$ cat src/rtl/simon_pkg.sv
// Shared constants and elaboration helpers for the parametrised Simon encrypt engine.
package simon_pkg;

  // z sequences stored with z[i] at bit i
  localparam logic [61:0] SIMON_Z0 = 62'b01100111000011010100100010111110110011100001101010010001011111;
  localparam logic [61:0] SIMON_Z1 = 62'b01011010000110010011111011100010101101000011001001111101110001;
  localparam logic [61:0] SIMON_Z2 = 62'b11001101101001111110001000010100011001001011000000111011110101;
  localparam logic [61:0] SIMON_Z3 = 62'b11110000101100111001010001001000000111101001100011010111011011;
  localparam logic [61:0] SIMON_Z4 = 62'b11110111001001010011000011101000000100011011010110011110001011;

  typedef enum logic [1:0] {
    ST_IDLE = 2'd0,
    ST_RUN  = 2'd1,
    ST_DONE = 2'd2
  } simon_state_e;

  function automatic bit simon_legal(input int n, input int m);
    return (n == 16 && m == 4) ||
           (n == 24 && (m == 3 || m == 4)) ||
           (n == 32 && (m == 3 || m == 4)) ||
           (n == 48 && (m == 2 || m == 3)) ||
           (n == 64 && (m >= 2 && m <= 4));
  endfunction

  function automatic int simon_rounds(input int n, input int m);
    if (n == 16 && m == 4) return 32;
    if (n == 24)           return 36;
    if (n == 32)           return (m == 3) ? 42 : 44;
    if (n == 48)           return (m == 2) ? 52 : 54;
    if (n == 64)           return (m == 2) ? 68 : ((m == 3) ? 69 : 72);
    return 0;
  endfunction

  function automatic int simon_zsel(input int n, input int m);
    if ((n == 16 && m == 4) || (n == 24 && m == 3)) return 0;
    if (n == 24 && m == 4)                          return 1;
    if ((n == 32 && m == 3) || (n == 48 && m == 2) || (n == 64 && m == 2)) return 2;
    if ((n == 32 && m == 4) || (n == 48 && m == 3) || (n == 64 && m == 3)) return 3;
    return 4;
  endfunction

  function automatic logic [61:0] simon_zseq(input int n, input int m);
    case (simon_zsel(n, m))
      0:       return SIMON_Z0;
      1:       return SIMON_Z1;
      2:       return SIMON_Z2;
      3:       return SIMON_Z3;
      default: return SIMON_Z4;
    endcase
  endfunction

endpackage

$ cat src/rtl/simon_round_step.sv
// One Simon round plus one key-schedule step; the key window's oldest word (LSBs) is the round key.
module simon_round_step
  import simon_pkg::*;
#(
  parameter int N = 16,
  parameter int M = 4
) (
  input  logic [N-1:0]   x,
  input  logic [N-1:0]   y,
  input  logic [N*M-1:0] key_win,
  input  logic           z_bit,
  output logic [N-1:0]   x_nx,
  output logic [N-1:0]   y_nx,
  output logic [N*M-1:0] key_win_nx
);

  function automatic logic [N-1:0] rol(input logic [N-1:0] v, input int r);
    return (v << r) | (v >> (N - r));
  endfunction

  logic [N-1:0] k_old;
  logic [N-1:0] k_top;
  logic [N-1:0] t_rot;
  logic [N-1:0] t_mix;
  logic [N-1:0] k_new;

  always_comb begin
    k_old = key_win[N-1:0];
    k_top = key_win[N*M-1 -: N];
    t_rot = rol(k_top, N - 3);
    if (M == 4) t_rot = t_rot ^ key_win[2*N-1:N];
    t_mix = t_rot ^ rol(t_rot, N - 1);
    k_new = ~k_old ^ t_mix ^ {{(N-1){1'b0}}, z_bit} ^ N'(3);

    x_nx       = y ^ (rol(x, 1) & rol(x, 8)) ^ rol(x, 2) ^ k_old;
    y_nx       = x;
    key_win_nx = {k_new, key_win[N*M-1:N]};
  end

endmodule

$ cat src/rtl/simon_iter_enc.sv
// Iterative Simon encrypt engine: one round per clock, on-the-fly key expansion, valid/ready on both sides.
//   state | meaning
//   IDLE  | waiting for a block; in_rdy high
//   RUN   | one round + key step per cycle until T rounds are done
//   DONE  | ciphertext presented with out_vld; may accept the next block on handshake
module simon_iter_enc
  import simon_pkg::*;
#(
  parameter int N = 16,
  parameter int M = 4
) (
  input  logic           clk,
  input  logic           rst_n,
  input  logic [2*N-1:0] in_data,
  input  logic [N*M-1:0] in_key,
  input  logic           in_key_load,
  input  logic           in_vld,
  output logic           in_rdy,
  output logic [2*N-1:0] out_data,
  output logic           out_vld,
  input  logic           out_rdy
);

  if (!simon_legal(N, M)) begin : g_illegal
    $error("simon_iter_enc: illegal (N,M) pair");
  end

  localparam int          T         = simon_rounds(N, M);
  localparam logic [6:0]  RCNT_LAST = 7'(T - 1);
  localparam logic [61:0] Z_SEQ     = simon_zseq(N, M);

  simon_state_e   state_q, state_d;
  logic [N-1:0]   x_q, x_d, y_q, y_d;
  logic [N*M-1:0] kwin_q, kwin_d;
  logic [N*M-1:0] key_q, key_d;
  logic [6:0]     rcnt_q, rcnt_d;
  logic [5:0]     zidx_q, zidx_d;

  logic [N-1:0]   x_nx, y_nx;
  logic [N*M-1:0] kwin_nx;
  logic           accept;

  simon_round_step #(.N(N), .M(M)) u_step (
    .x          (x_q),
    .y          (y_q),
    .key_win    (kwin_q),
    .z_bit      (Z_SEQ[zidx_q]),
    .x_nx       (x_nx),
    .y_nx       (y_nx),
    .key_win_nx (kwin_nx)
  );

  // Handshake outputs are forced low while reset is held.
  assign in_rdy   = rst_n & ((state_q == ST_IDLE) | ((state_q == ST_DONE) & out_rdy));
  assign out_vld  = rst_n & (state_q == ST_DONE);
  assign out_data = {x_q, y_q};
  assign accept   = in_vld & in_rdy;

  always_comb begin
    state_d = state_q;
    x_d     = x_q;
    y_d     = y_q;
    kwin_d  = kwin_q;
    key_d   = key_q;
    rcnt_d  = rcnt_q;
    zidx_d  = zidx_q;

    unique case (state_q)
      ST_IDLE, ST_DONE: begin
        if (accept) begin
          x_d     = in_data[2*N-1:N];
          y_d     = in_data[N-1:0];
          kwin_d  = in_key_load ? in_key : key_q;
          if (in_key_load) key_d = in_key;
          rcnt_d  = 7'd0;
          zidx_d  = 6'd0;
          state_d = ST_RUN;
        end else if (state_q == ST_DONE && out_rdy) begin
          state_d = ST_IDLE;
        end
      end
      ST_RUN: begin
        x_d    = x_nx;
        y_d    = y_nx;
        kwin_d = kwin_nx;
        rcnt_d = rcnt_q + 7'd1;
        zidx_d = (zidx_q == 6'd61) ? 6'd0 : zidx_q + 6'd1;
        if (rcnt_q == RCNT_LAST) state_d = ST_DONE;
      end
      default: state_d = ST_IDLE;
    endcase
  end

  always_ff @(posedge clk) begin
    if (!rst_n) begin
      state_q <= ST_IDLE;
      x_q     <= '0;
      y_q     <= '0;
      kwin_q  <= '0;
      key_q   <= '0;
      rcnt_q  <= '0;
      zidx_q  <= '0;
    end else begin
      state_q <= state_d;
      x_q     <= x_d;
      y_q     <= y_d;
      kwin_q  <= kwin_d;
      key_q   <= key_d;
      rcnt_q  <= rcnt_d;
      zidx_q  <= zidx_d;
    end
  end

endmodule

$ cat config.mk
export PLATFORM = sky130hd
export DESIGN_NAME = simon_iter_enc
export DESIGN_NICKNAME = d
export VERILOG_FILES = /design/src/rtl/simon_pkg.sv /design/src/rtl/simon_round_step.sv /design/src/rtl/simon_iter_enc.sv
export SDC_FILE = /design/constraint.sdc
export NUM_CORES = 1
export LEC_CHECK = 0
export ABC_AREA = 0
export BUFFER_PORTS_ARGS = -buffer_cell sky130_fd_sc_hd__clkbuf_2
export CAP_MARGIN = 20
export CELL_PAD_IN_SITES_DETAIL_PLACEMENT = 0
export CELL_PAD_IN_SITES_GLOBAL_PLACEMENT = 1
export CORE_MARGIN = 2
export CORE_UTILIZATION = 39
export CTS_CLUSTER_SIZE = 16
export DETAILED_ROUTE_END_ITERATION = 12
export HOLD_SLACK_MARGIN = 0.15
export PLACE_DENSITY_LB_ADDON = 0.3
export RECOVER_POWER = 100
export SETUP_SLACK_MARGIN = 0.1
export SYNTH_ARGS = -nofsm -noshare
export SYNTH_HDL_FRONTEND = slang
export SYNTH_SLANG_ARGS = --single-unit
$ cat constraint.sdc
create_clock -name clk -period 2.1 [get_ports clk]
set_input_delay 0.105 -clock clk [delete_from_list [all_inputs] [get_ports clk]]
set_output_delay 0.105 -clock clk [all_outputs]
set_load 0.01 [all_outputs]
### Yosys cells after proc, flatten, opt, wreduce, memory -nomap -nowiden

Memories as Yosys holds them, arrays and structs flattened. A register that Yosys moved wholly into a read port is not among the register bits.
Index checks and enable logic that the tools add are counted.

| word-level totals | value |
|---|---|
| register bits | 175 |
| memory bits (read-only) | 64 |
| input port bits | 101 |
| output and inout port bits | 34 |
| word-level logic and storage cells | 64 |
| memories | 1 |

| cells by class | value |
|---|---|
| add/subtract/negate cells | 2 |
| $lt $le $gt $ge | 1 |
| equal/unequal tests | 7 |
| mux-type cells | 19 |
| bitwise gates (word level) | 20 |
| reductions and logical operators | 7 |

Memory list:

| memory | words | bits a word | read ports | clocked after memory_dff | write ports | line | source |
|---|---|---|---|---|---|---|---|
| (no name shown) | 64 | 1 | 1 | 1 | 0 | simon_iter_enc.sv:47 | `.z_bit (Z_SEQ[zidx_q]),` |

Operators with widths:

| cell | count |
|---|---|
| $mux 64 | 2 |
| $pmux 64 s2 | 1 |
| $xor 16x16->16 | 6 |
| $pmux 16 s2 | 2 |
| $mux 16 | 2 |
| $mux 6 | 4 |
| $and 16x16->16 | 1 |
| $not 16->16 | 1 |
| $or 16x1->16 | 1 |
| $or 16x13->16 | 1 |
| $or 16x15->16 | 1 |
| $or 16x2->16 | 1 |
| $or 16x8->16 | 1 |
| $xor 16x1->16 | 1 |
| $pmux 7 s2 | 1 |
| $pmux 6 s2 | 1 |
| $add 7x1->7 const B | 1 |
| $eq 7x5->1 const B | 1 |
| $lt 6x7->1 const B | 1 |
| $mux 7 | 1 |
| $add 6x1->6 const B | 1 |
| $eq 6x6->1 const B | 1 |
| $mux 2 | 3 |
| $reduce_and 2->1 | 3 |
| other kinds (13) | 17 |

### Longest topological paths before layout

| logic depth | value |
|---|---|
| depth after elaboration | 9 |
| gate-level depth with buffers | 12 |
| mapped depth without buffers | 12 |

### By module

Synthesis repeated with hierarchy kept, for this count alone.

| unflattened totals | value |
|---|---|
| cell total of the unflattened synthesis | 1020 |
| area total of the unflattened synthesis | 9178.8 µm² |

Modules (own cells, without submodules):

| module | times used | cells each | area an instance (µm²) | seq. area each (µm²) |
|---|---|---|---|---|
| simon_iter_enc | 1 | 874 | 7596.0 | 3523.4 |
| simon_round_step | 1 | 146 | 1582.8 | 0.0 |

### Worst setup path before layout

No wires, ideal clock.

| timing path | value |
|---|---|
| kind | flip-flop to flip-flop |
| from | reg zidx_q[1] |
| to | reg u_step.z_bit (netlist name) |
| library setup time | 133 ps |
| arrival | 2161 ps |
| slack | -194 ps |
| cell stages (with the launch flop) | 13 |
| buffers on the path | 0 |
| period minus slack after synthesis | 2294 ps |
| cell sequence | dfxtp_1 -> inv_1 -> ha_1 -> nand2_1 -> nor2_1 -> o32ai_2 -> and2_1 -> inv_1 -> ha_1 -> nor2_1 -> a221o_1 -> mux2i_1 -> a32oi_1 |

RTL lines:

| what | line | source |
|---|---|---|
| from (decl) | simon_iter_enc.sv:37 | `logic [5:0] zidx_q, zidx_d;` |
| from (signal assigned) | simon_iter_enc.sv:110 | `zidx_q <= zidx_d;` |

### Worst setup path after layout

| timing path | value |
|---|---|
| from | reg state_q[1] |
| to | reg kwin_q[15] |

| between the ends | value |
|---|---|
| word-level cells in the longest chain between the ends | 7 |
| elaborated cells on any way between the ends | 12 |

Ends and longest elaborated chain:

| what | line | source |
|---|---|---|
| from (decl) | simon_iter_enc.sv:32 | `simon_state_e state_q, state_d;` |
| from (signal assigned) | simon_iter_enc.sv:104 | `state_q <= state_d;` |
| $eq 2x2->1 | simon_iter_enc.sv:54, simon_iter_enc.sv:68 |  |
| $and 1x1->1 | simon_iter_enc.sv:54 | `assign in_rdy = rst_n & ((state_q == ST_IDLE) \| ((state_q == ST_DONE) & out_rdy));` |
| $or 1x1->1 | simon_iter_enc.sv:54 |  |
| $and 1x1->1 | simon_iter_enc.sv:54 |  |
| $and 1x1->1 | simon_iter_enc.sv:57 | `assign accept = in_vld & in_rdy;` |
| $ne 2x2->1 (no source line) | - |  |
| $reduce_and 2->1 (no source line) | - |  |
| to (signal assigned) | simon_iter_enc.sv:107 | `kwin_q <= kwin_d;` |
| to (decl) | simon_iter_enc.sv:34 | `logic [N*M-1:0] kwin_q, kwin_d;` |

Parallel ways exist; a longest one is shown, timed or not.
A chain may end at the register's enable or synchronous reset.

==> impl_metrics.ini <==
[power_and_ir_drop]
power-per-cell-area_mw_per_mm2 = 728
irDropWorstVdd_v = 0.000499
p_leak_uw = 0.00434

[logic_synthesis]
netlist.area_leader.share_pct = 40.1
yosys-top-cells-count = 176 x dfxtp_1, 159 x nand2_1, 78 x nor2b_1, 70 x xnor2_1, 65 x a222oi_1
synthCells = 943
yosysWarnings = 0
synth_top_area_cell = dfxtp_1
synth_cell_types = 50
ys_seq_area_share_pct = 40.1
synth_ff_type = dfxtp_1
netlist_top_cells_area = dfxtp_1 40%, a222oi_1 7.4%, xnor2_1 7.0%
yosysMostFrequentCell = dfxtp_1
synth_edf_count = 0
synth_nets = 1048
synth_area_mm2 = 0.00879
synth.ff_latch_count = 176
postSynth.asyncResetShare_pct = 0
avgSynthCellArea_um2 = 9.32

[sta]
fin_worst_skew_ps = 10.0
post-route-period-util_pct = 98.8
finalMaxSlewViolations = 0
hold_slack_ps = 177
max-slew-margin-rel_pct = 36.6
rsz0062_at_grt = true
hold_violations = 0
min_period_ps = 2070
tightest_slew_ps = 950
finalSetupViolations = 0
timing.fmax_mhz = 482

[worst_setup_path]
cp-endpoint = kwin_q[15]$_SDFFE_PN0P_
r2r-start = state_q[1]$_SDFFE_PN0P_
crit_path_max_fanout = 51
critical_path_depth = 7
crit_type = reg -> reg
cp.arrival_ps = 2430
rr_endpoint = kwin_q[15]$_SDFFE_PN0P_
start_kind = flop
critPathTopFamily = buffers and inverters
startpoint = state_q[1]$_SDFFE_PN0P_
crit_buf_inv = 3
endpoint_kind = flop
reg2reg_depth = 7
required_ps = 2450
ff2ff_setup_slack_ps = 30
cp_cell_sequence = nor2b_1, nor4bb_4, clkbuf_4, clkbuf_4, buf_6, a222oi_1, nor2b_1
cpPeakStageDelay_ps = 400
crit_path_top_delay_cell = buf_6

[place]
dp_hpwl_um = 16800
gp_congestion = 0.774
portBuffers = 134

[detailed_routing]
vias = 7732
wl_per_cell_um = 18.2
vias_per_cell = 5.36
routed_wl_um = 26200
drtAntennaViolNets = 0
drt_iter0_drc = 859
drcViolationCount = 0
firstDrtPassIters = 8

[floorplanning]
dieArea_mm2 = 0.0237
num_rows = 54
io_pins = 135
die_x_um = 154
fp.dieH_um = 154
core_region_area_mm2 = 0.0220
start_util_pct = 40.0

[run_status]
status = completed

[global_routing]
grt_pass1_vias = 7191
grt_pass1_wl_um = 40200
track_usage_pct = 21.4
overflow = 0
grt_max_degree = 103
antenna_found_initial = 0

[layout]
seq_area_mm2 = 0.00353
multiInputGateArea_mm2 = 0.00502
nNetsFinal = 1254
layout-drive-gt1-share_pct = 20.5
final_core_util_pct = 51.9
areaGrowthSynthToFinish_pct = 29.7
antenna_cells = 0
fillCellCount = 2029

[cts]
clockRootBuffer = clkbuf_16
cts_buffers = 17
clkTransAtPathRegs_ps = 70
clkLatencyLatePin_ps = 430
htree_levels = 4
cts_sinks = 176
clock_path_buffers = 2
cts_tree = built

[min_path]
hp-class = in -> reg

[flow_run]
max_cap_viol_count = 0
## report_power, final
| group | leakage, µW | internal [µW] | total, µW | switching, µW |
|---|---|---|---|---|
| logic | 0.00263 | 761 | 1510 | 747 |
| registers | 0.00143 | 3510 | 3700 | 196 |
| clock network | 0.000270 | 1710 | 3090 | 1380 |
## cells in the final DEF, fill, tap and decap left out, types with 4 or more instances in the layout
master	instances
a21boi_1	8
buf_4	19
clkbuf_16	17
and2_1	12
buf_12	4
nand2_2	6
o211a_1	13
xnor2_1	70
a22oi_1	18
mux2_2	49
clkbuf_1	35
a21oi_1	7
xor2_1	33
clkbuf_2	101
nor2b_1	78
nand2_1	153
a222oi_1	65
buf_6	5
o21ai_0	19
o211ai_1	14
dlygate4sd3_1	97
and2_0	8
nor2_1	9
clkbuf_4	4
a21boi_0	57
mux2i_1	16
dfxtp_1	175
nand3_1	6
## metrics by stage
step | setup slack (ps) | TNS (ps) | power [µW] | cells | instance area (µm²)
after detailed placement | 28.1 | 0 | 5130 | 1306 | 9820
after floorplan | 3.84 | 0 | 4670 | 943 | 8830
after CTS | 46.9 | 0 | 8370 | 1437 | 11400
after global routing | -109 | -3030 | 8680 | 1442 | 11400
final | 25.3 | 0 | 8300 | 1442 | 11400
after global placement | 72.9 | 0 | 5120 | 1306 | 9820
## metal layers
metal	part of all wire, %	GRT usage (%)	wire length (µm)
met4	1.4	5.83	367
met2	49	36.0	12800
met3	5.3	3.52	1400
met1	45	28.3	11700
met5	0	0	0
## tightest hold or removal path: cells and delay by family
kind	cells	cell delay, ps
compound gates	1	50
buf+inv	1	110
mux	1	70
simple gates	2	220
## flip-flops by register name, indices dropped and copies added (netlist names)
signal        count
state_q           2
x_q              16
y_q              16
kwin_q           64
rcnt_q            7
u_step.z_bit      1
key_q            64
zidx_q            6
## cells by family after synthesis
kind of cell	count (synthesis)	synth area share, %
buffers and inverters	80	3.90
XOR/XNOR	103	10.3
AND/OR/NAND/NOR	293	16.1
adder cells (fa/ha/maj)	4	0.570
AO/OA/AOI/OAI	222	21.0
flip-flops	176	40.1
multiplexers	65	8.10
## worst min path at each step
stage                           from                endpoint  slack [ps]  cells after the start
after floorplan           in_key[10]  key_q[10]$_SDFFE_PN0P_         240                      2
final                     in_key[49]  key_q[49]$_SDFFE_PN0P_         180                      5
after global routing      in_key[49]  key_q[49]$_SDFFE_PN0P_         200                      5
after CTS                 in_key[49]  key_q[49]$_SDFFE_PN0P_         160                      5
after detailed placement  in_key[41]  key_q[41]$_SDFFE_PN0P_         350                      3
after global placement    in_key[26]  key_q[26]$_SDFFE_PN0P_         350                      3
## area by class of cell
cell class              instances  area share (%)
repair buffers                264            16.8
clock buffers                  21            4.04
multi-input cells             687            44.1
flip-flops and latches        176            30.9
well taps                     280            3.07
clock inverters                11           0.933
inverters                       3           0.143
## timing repair
| action | CTS | global route |
|---|---|---|
| buffers inserted | 2 | 3 |
| pin swaps | 3 | 6 |
| endpoints found under the hold margin | 120 | 0 |
| endpoints found under the setup margin | 1 | 40 |
| resized for setup | 1 | 17 |
| hold buffers | 97 | 0 |
| cloned | 0 | 2 |
No activity file was read; power rests on OpenSTA's default activity.
